File: src/rtl/div_mant_iter_if.sv
// rtl/div_mant_iter_if.sv - start/operand/result bundle for div_mant_iter
// master drives the operands and start, slave returns the quotient and status.
interface div_mant_iter_if #(
  parameter int EXP_WIDTH  = 11,
  parameter int MANT_WIDTH = 52
);
  logic                  in_Start;
  logic [EXP_WIDTH-1:0]  in_ExpA;
  logic [EXP_WIDTH-1:0]  in_ExpB;
  logic [MANT_WIDTH:0]   in_MantA;
  logic [MANT_WIDTH:0]   in_MantB;
  logic [EXP_WIDTH-1:0]  out_Exp;
  logic [MANT_WIDTH:0]   out_Mant;
  logic                  out_Sticky;
  logic                  out_DivZero;
  logic                  out_Busy;
  logic                  out_Done;

  modport master (
    output in_Start, in_ExpA, in_ExpB, in_MantA, in_MantB,
    input  out_Exp, out_Mant, out_Sticky, out_DivZero, out_Busy, out_Done
  );

  modport slave (
    input  in_Start, in_ExpA, in_ExpB, in_MantA, in_MantB,
    output out_Exp, out_Mant, out_Sticky, out_DivZero, out_Busy, out_Done
  );
endinterface

File: src/rtl/div_mant_iter.sv
// rtl/div_mant_iter.sv - iterative radix-2 restoring mantissa divider with exponent rebias
// Optional DIV_EARLY_EXIT_EN: finish as soon as the partial remainder becomes zero.
module div_mant_iter #(
  parameter int EXP_WIDTH  = 11,
  parameter int MANT_WIDTH = 52
) (
  input  logic clk,
  input  logic rst,
  div_mant_iter_if.slave bus
);
  localparam int MW = MANT_WIDTH + 1;
  localparam int RW = MANT_WIDTH + 2;
  localparam int CW = $clog2(MANT_WIDTH + 2);
  localparam logic [EXP_WIDTH-1:0] BIAS = {1'b0, {(EXP_WIDTH-1){1'b1}}};

  typedef enum logic [1:0] {IDLE, CALC, DONE} state_t;

  state_t                state_q, state_d;
  logic [RW-1:0]         rem_q, rem_d;
  logic [MW-1:0]         div_q, div_d;
  logic [MW-1:0]         quo_q, quo_d;
  logic [CW-1:0]         cnt_q, cnt_d;
  logic [EXP_WIDTH-1:0]  exp_q, exp_d;
  logic [MW-1:0]         mant_q, mant_d;
  logic                  sticky_q, sticky_d;
  logic                  divzero_q, divzero_d;

  logic                  rem_ge;
  logic [RW-1:0]         rem_sub;
  logic [RW-1:0]         rem_nxt;
  logic [MW-1:0]         quo_nxt;
  logic [CW-1:0]         cnt_nxt;

  always_ff @(posedge clk or posedge rst) begin
    if (rst) begin
      state_q   <= IDLE;
      rem_q     <= '0;
      div_q     <= '0;
      quo_q     <= '0;
      cnt_q     <= '0;
      exp_q     <= '0;
      mant_q    <= '0;
      sticky_q  <= 1'b0;
      divzero_q <= 1'b0;
    end else begin
      state_q   <= state_d;
      rem_q     <= rem_d;
      div_q     <= div_d;
      quo_q     <= quo_d;
      cnt_q     <= cnt_d;
      exp_q     <= exp_d;
      mant_q    <= mant_d;
      sticky_q  <= sticky_d;
      divzero_q <= divzero_d;
    end
  end

  // One restoring step: the remainder stays below 2*D, so it never outgrows RW bits.
  always_comb begin
    rem_ge  = (rem_q >= {1'b0, div_q});
    rem_sub = rem_ge ? (rem_q - {1'b0, div_q}) : rem_q;
    rem_nxt = rem_sub << 1;
    quo_nxt = (quo_q << 1) | MW'(rem_ge);
    cnt_nxt = cnt_q - 1'b1;
  end

  always_comb begin
    state_d   = state_q;
    rem_d     = rem_q;
    div_d     = div_q;
    quo_d     = quo_q;
    cnt_d     = cnt_q;
    exp_d     = exp_q;
    mant_d    = mant_q;
    sticky_d  = sticky_q;
    divzero_d = divzero_q;
    case (state_q)
      IDLE: begin
        if (bus.in_Start) begin
          exp_d = bus.in_ExpA - bus.in_ExpB + BIAS;
          if (bus.in_MantB == '0) begin
            mant_d    = '1;
            sticky_d  = 1'b0;
            divzero_d = 1'b1;
            state_d   = DONE;
          end else begin
            rem_d     = {1'b0, bus.in_MantA};
            div_d     = bus.in_MantB;
            quo_d     = '0;
            cnt_d     = CW'(MW);
            divzero_d = 1'b0;
            state_d   = CALC;
          end
        end
      end
      CALC: begin
        rem_d = rem_nxt;
        quo_d = quo_nxt;
        cnt_d = cnt_nxt;
`ifdef DIV_EARLY_EXIT_EN
        // Zero remainder means every remaining quotient bit is zero.
        if (rem_nxt == '0) begin
          quo_d    = quo_nxt << cnt_nxt;
          mant_d   = quo_nxt << cnt_nxt;
          sticky_d = 1'b0;
          state_d  = DONE;
        end else if (cnt_nxt == '0) begin
          mant_d   = quo_nxt;
          sticky_d = 1'b1;
          state_d  = DONE;
        end
`else
        if (cnt_nxt == '0) begin
          mant_d   = quo_nxt;
          sticky_d = (rem_nxt != '0);
          state_d  = DONE;
        end
`endif
      end
      DONE: begin
        state_d = IDLE;
      end
      default: begin
        state_d = IDLE;
      end
    endcase
  end

  assign bus.out_Exp     = exp_q;
  assign bus.out_Mant    = mant_q;
  assign bus.out_Sticky  = sticky_q;
  assign bus.out_DivZero = divzero_q;
  assign bus.out_Busy    = (state_q != IDLE);
  assign bus.out_Done    = (state_q == DONE);
endmodule

File: src/flat_wrapper.sv
// flat-port wrapper written by rule: the top's interface ports become plain ports
module div_mant_iter_flat 
#(
  parameter int EXP_WIDTH  = 11,
  parameter int MANT_WIDTH = 52
)
  (clk, rst, bus_in_Start, bus_in_ExpA, bus_in_ExpB, bus_in_MantA, bus_in_MantB, bus_out_Exp, bus_out_Mant, bus_out_Sticky, bus_out_DivZero, bus_out_Busy, bus_out_Done);
  div_mant_iter_if #(.EXP_WIDTH(EXP_WIDTH), .MANT_WIDTH(MANT_WIDTH)) bus_i ();
  input  logic clk;
  input  logic rst;
  input wire logic [$bits(bus_i.in_Start)-1:0] bus_in_Start;
  input wire logic [$bits(bus_i.in_ExpA)-1:0] bus_in_ExpA;
  input wire logic [$bits(bus_i.in_ExpB)-1:0] bus_in_ExpB;
  input wire logic [$bits(bus_i.in_MantA)-1:0] bus_in_MantA;
  input wire logic [$bits(bus_i.in_MantB)-1:0] bus_in_MantB;
  output wire logic [$bits(bus_i.out_Exp)-1:0] bus_out_Exp;
  output wire logic [$bits(bus_i.out_Mant)-1:0] bus_out_Mant;
  output wire logic [$bits(bus_i.out_Sticky)-1:0] bus_out_Sticky;
  output wire logic [$bits(bus_i.out_DivZero)-1:0] bus_out_DivZero;
  output wire logic [$bits(bus_i.out_Busy)-1:0] bus_out_Busy;
  output wire logic [$bits(bus_i.out_Done)-1:0] bus_out_Done;
  assign bus_i.in_Start = bus_in_Start;
  assign bus_i.in_ExpA = bus_in_ExpA;
  assign bus_i.in_ExpB = bus_in_ExpB;
  assign bus_i.in_MantA = bus_in_MantA;
  assign bus_i.in_MantB = bus_in_MantB;
  assign bus_out_Exp = bus_i.out_Exp;
  assign bus_out_Mant = bus_i.out_Mant;
  assign bus_out_Sticky = bus_i.out_Sticky;
  assign bus_out_DivZero = bus_i.out_DivZero;
  assign bus_out_Busy = bus_i.out_Busy;
  assign bus_out_Done = bus_i.out_Done;
  div_mant_iter #(.EXP_WIDTH(EXP_WIDTH), .MANT_WIDTH(MANT_WIDTH)) u_core (.clk(clk), .rst(rst), .bus(bus_i));
endmodule
File: config.mk
export PLATFORM = sky130hd
export DESIGN_NAME = div_mant_iter_flat
export DESIGN_NICKNAME = d
export VERILOG_FILES = /design/src/rtl/div_mant_iter_if.sv /design/src/rtl/div_mant_iter.sv /design/src/flat_wrapper.sv
export SDC_FILE = /design/constraint.sdc
export NUM_CORES = 1
export LEC_CHECK = 0
export BUFFER_PORTS_ARGS = -buffer_cell sky130_fd_sc_hd__buf_4
export CAP_MARGIN = 20
export CELL_PAD_IN_SITES_DETAIL_PLACEMENT = 0
export CELL_PAD_IN_SITES_GLOBAL_PLACEMENT = 2
export CORE_ASPECT_RATIO = 0.75
export CORE_MARGIN = 2
export CORE_UTILIZATION = 35
export DETAILED_ROUTE_END_ITERATION = 8
export PLACE_DENSITY_LB_ADDON = 0.08
export RECOVER_POWER = 100
export SYNTH_ARGS = -nofsm -noshare
export SYNTH_HDL_FRONTEND = slang
export SYNTH_SLANG_ARGS = --single-unit
export TNS_END_PERCENT = 20
File: constraint.sdc
create_clock -name clk -period 8 [get_ports clk]
set_input_delay 0.8 -clock clk [delete_from_list [all_inputs] [get_ports clk]]
set_output_delay 0.8 -clock clk [all_outputs]
set_load 0.1 [all_outputs]
# ---- Word level (Yosys, flattened, before mapping)
# Index checks and enable logic that the tools add are counted.
dict set report classes {
  add_sub_neg 4
  magnitude_cmp 1
  eq_ne 6
  n_mux 23
  bitwise 2
  n_reduce_logical 11
}
# operator count
set ops {}
lappend ops {{$mux W53} 4}
lappend ops {{$mux W54} 2}
lappend ops {{$pmux W54 S2} 1}
lappend ops {{$pmux W53 S2} 1}
lappend ops {{$mux W52} 2}
lappend ops {{$pmux W52 S2} 1}
lappend ops {{$ge A54 B53 Y1} 1}
lappend ops {{$reduce_bool A54 Y1} 1}
lappend ops {{$logic_not A53 Y1} 1}
lappend ops {{$or A53 B1 Y53} 1}
lappend ops {{$sub A53 B53 Y53} 1}
lappend ops {{$mux W6} 2}
lappend ops {{$pmux W6 S2} 1}
lappend ops {{$add A11 B10 Y11 const B} 1}
lappend ops {{$sub A11 B11 Y11} 1}
lappend ops {{$logic_not A6 Y1} 1}
lappend ops {{$mux W2} 3}
lappend ops {{$reduce_and A3 Y1} 2}
lappend ops {{$sub A6 B1 Y6 const B} 1}
lappend ops {{$mux W1} 4}
lappend ops {{$ne A2 B1 Y1 const B} 2}
lappend ops {{$ne A2 B2 Y1 const B} 2}
lappend ops {{$pmux W2 S2} 1}
lappend ops {{$reduce_and A2 Y1} 2}
lappend ops {{other kinds (7)} 8}
dict set report totals {
  register_bits 233
  elab_cells 56
}

# ---- Longest topological paths before layout
dict set report depth {
  depth_word 5
  ltp_mapped 17
  depth_no_buf 15
}

# ---- Worst setup path after synthesis
# OpenSTA, ideal clock, no wires.
dict set report synth_path {
  path_kind {register to register}
  start {reg u_core.rem_q[0]}
  end {reg u_core.sticky_q (netlist: u_core.bus.out_Sticky)}
  arrival_time_ns 3.719
  slack_ns 4.157
  path_stages_with_launch 16
  n_path_buf 0
  cell_sequence {dfrtp_1 inv_1 ha_1 inv_1 fa_1 a21o_1 a221o_2 a211oi_4 o211ai_2 a21o_1 a2111oi_4 xnor2_1 and4b_1 o211ai_1 or4_1 o31a_1}
}
dict set report synth_between {
  elab_chain_cells 5
}
# element line_no
set synth_lines {}
lappend synth_lines {{start, declared} div_mant_iter.sv:19} ;# logic [RW-1:0] rem_q, rem_d;
lappend synth_lines {{start signal, assigned} div_mant_iter.sv:47} ;# rem_q <= rem_d;
lappend synth_lines {{$sub A53 B53 Y53 / $ge A54 B53 Y1 (equally long branches)} {div_mant_iter.sv:61, div_mant_iter.sv:60}}
lappend synth_lines {{$mux W53 (*)} div_mant_iter.sv:61} ;# rem_sub = rem_ge ? (rem_q - {1'b0, div_q}) : rem_q;
lappend synth_lines {{$reduce_bool A54 Y1 (*)} div_mant_iter.sv:115} ;# sticky_d = (rem_nxt != '0);
lappend synth_lines {{$mux W1 (*)} div_mant_iter.sv:113} ;# if (cnt_nxt == '0) begin
lappend synth_lines {{$pmux W1 S2 (*)} div_mant_iter.sv:77} ;# case (state_q)
lappend synth_lines {{end signal, assigned} div_mant_iter.sv:53} ;# sticky_q <= sticky_d;
lappend synth_lines {{end, declared} div_mant_iter.sv:25} ;# logic sticky_q, sticky_d;
# Every way passes the cells marked *; elsewhere a longest branch is shown, timed or not. The select of a mux whose other input is x is not followed.
# A chain may end at the register's enable or synchronous reset.

# ---- Worst setup path in the final report
dict set report layout_path {
  start {reg u_core.rem_q[12]}
  end {reg u_core.sticky_q (netlist: u_core.bus.out_Sticky)}
}
# The elaborated chain is that of the path after synthesis.

==> metrics.yaml <==
syn2layout_area_growth_pct: 17.71
grt_max_degree: 133
max-cap-violations: 8
hold_buffers: 0
h-tree-depth: 1
syn_area_mm2: 0.01406
ctsResizeCount: 0
die_w_um: 235.4
n_antenna_cell: 0
slew-limit-headroom_pct: -253.0
path_class: "reg2reg"
yosysWarnings: 0
path_common_cell: "nor2_1"
cpPeakStageDelay_ns: 1.79
cts-buffers-inserted: 27
path_max_fanout: 29
placed_cells: 2258
status: "complete, but fails checks"
wire_per_inst_um: 21.21
cp.required_ns: 8.45
num_rows: 63
yosys-top-cells-area: "dfrtp_1 (41%), nand2_1 (7.7%), ha_1 (6.6%)"
critPathSlowestCell: "nor2_1"
dr_total_vias: 12600
ys_seq_area_share_pct: 41.47
grt_pass1_vias: 12270
ff2ff_path_depth: 12
min_path_cells: 3
clk_pin_slew_ns: 0.06
ant_nets: 0
dpl.hpwl_um: 36370
fin_tns_setup_ns: 0
overflow: 0
cts_tree: "done"
hold_class: "in2reg"
setup_viol: 0
failed_checks: "capacitance limit, slew limit"
holdCritStartpoint: "bus_in_MantB[25]"
firstDrtPassIters: 5
ys_ff_latch: 233
fin_cells: 2305
synth_most_common_cell: "nand2_1"
synth_top_cell_by_area: "dfrtp_1"
postRouteWirelength_um: 48900
worst_slack_ns: 1.810
io_buffer_count: 198
r2r_slack_ns: 1.81
drive_gt1_share_pct: 11.26
r2r_start: "u_core.rem_q[12]$_DFFE_PP0P_"
start_kind: "register"
dp_slack_ns: 3.083
async_reset_ff_share_pct: 100.0
hold_end: "u_core.div_q[25]$_DFFE_PP0P_"
synth_fp_nets: 1835
fmax_mhz: 161.6
period_share_pct: 77.37
tightest_slew_ns: 5.295
clkLatencyLatePin_ns: 0.56
cts_setup_buffers: 0
rsz0062_at_grt: "no"
antenna_found_initial: 0
synth-edff-count: 0
min_period_ns: 6.190
synth_cells: 1628
clk_path_buf_depth: 3
pin_count: 199
final_hold_viol_count: 0
worst-endpoint-arrival_ns: 6.64
rr_endpoint: "u_core.bus.out_Sticky$_DFFE_PP0P_"
initial_core_util_pct: 35.53
die_area_mm2: 0.04181
synth.top_cell.area_share_pct: 41.47
clock_sinks: 233
place.gp.congestion: 0.9079
drt_iter0_markers: 941
fp.dieH_um: 177.6
synth_area_per_cell_um2: 8.636
grtUsageTotal_pct: 23.18
drc_errors: 0
worstSetupEndpointType: "register"
path_cells: "ha_1 -> nand4_1 -> nor2_1 -> a32oi_1 -> and3_1 -> o2111a_1 -> nor2_1 -> nand2_1 -> o32ai_1 -> o211ai_1 -> or4_1 -> o31a_1"
core-area_mm2: 0.03957
drv_slew: 505
synthFlopType: "dfrtp_1"
synthTopCellsByCount: "nand2_1 (290), dfrtp_1 (233), o21ai_0 (179)"
cts-root-buf: "clkbuf_16"
synth.distinct_cells: 67
fin_worst_skew_ns: 0.01188
fin_nets: 1975
vias_per_cell: 5.467
grt_pass1_wl_um: 75240
final_util_pct: 41.82
[cell usage in the layout (no fill, tap or decap), types with 22 or more instances in the layout]
master	count
a211oi_1	48
a21oi_1	104
buf_4	133
clkbuf_1	78
clkbuf_16	27
dfrtp_1	233
ha_1	74
inv_1	84
mux2i_1	35
nand2_1	289
nand4_1	24
nor2_1	65
nor2b_1	32
nor3_1	22
nor4_1	24
o21ai_0	179
o22a_1	53
xnor2_1	38
[cell type report]
type | count | area [µm²]
multi-input cells | 1211 | 7571
clock buffers | 39 | 780.7
flip-flops and latches | 233 | 5831
well taps | 520 | 650.6
clock inverters | 7 | 70.07
inverters | 84 | 315.3
repair buffers | 211 | 1331
fillers | 4106 | 23020
[worst max-delay path by stage]
stage	from	to	slack, ns	depth (start not counted)
2_1_floorplan	rst	u_core.bus.out_DivZero$_DFFE_PP0P_	0.81	1
3_3_place_gp	bus_in_MantB[6]	u_core.bus.out_Sticky$_DFFE_PP0P_	2.96	11
3_5_place_dp	u_core.rem_q[0]$_DFFE_PP0P_	u_core.bus.out_Sticky$_DFFE_PP0P_	3.08	16
4_1_cts	u_core.rem_q[0]$_DFFE_PP0P_	u_core.bus.out_Sticky$_DFFE_PP0P_	3.08	16
5_1_grt	u_core.rem_q[0]$_DFFE_PP0P_	u_core.bus.out_Sticky$_DFFE_PP0P_	1.52	16
6_report	u_core.rem_q[12]$_DFFE_PP0P_	u_core.bus.out_Sticky$_DFFE_PP0P_	1.81	12
[metrics by stage]
stage               cell area [µm²]  hold slack, ns
CTS                           16820          0.4252
global placement              15960          0.4668
global route                  16550          0.4447
finish                        16550          0.4523
floorplan                     14060          0.4718
detailed placement            15970          0.4785
[cell families after synthesis]
group,Yosys count,share of synthesized area [%]
AOI/OAI and AO/OA,517,23.41
xor gates and xnor gates,59,3.675
adders and majority gates,76,6.870
buffers and inverters,184,4.912
DFF,233,41.47
muxes,40,2.892
and+or+nand+nor,519,16.77
[critical path, delay by kind of cell, from the launching register on]
family / cells / cell delay (ns)
AND/OR/NAND/NOR: 6 / 3.65
flip-flops: 1 / 0.54
adder cells (fa/ha/maj): 1 / 0.57
AO/OA/AOI/OAI: 5 / 1.32
[sequential cells by signal, indices dropped and copies added (netlist names)]
signal,cells
u_core.div_q,53
u_core.rem_q,54
u_core.state_q,2
u_core.cnt_q,6
u_core.bus.out_DivZero,1
u_core.bus.out_Exp,11
u_core.bus.out_Mant,53
u_core.quo_q,52
u_core.bus.out_Sticky,1
[layer usage]
layer | routed length [µm] | vias to the layer above | global-route usage (%)
met4 | 966 | 0 | 5.042
met2 | 19730 | 314 | 32.99
met5 | 0 | - | 0
met1 | 25150 | 6127 | 35.48
met3 | 3052 | 54 | 5.055
li1 | - | 6106 | -
Power is not shown: default switching activity piles up to over one toggle a cycle in this logic, so the estimate is an artifact.
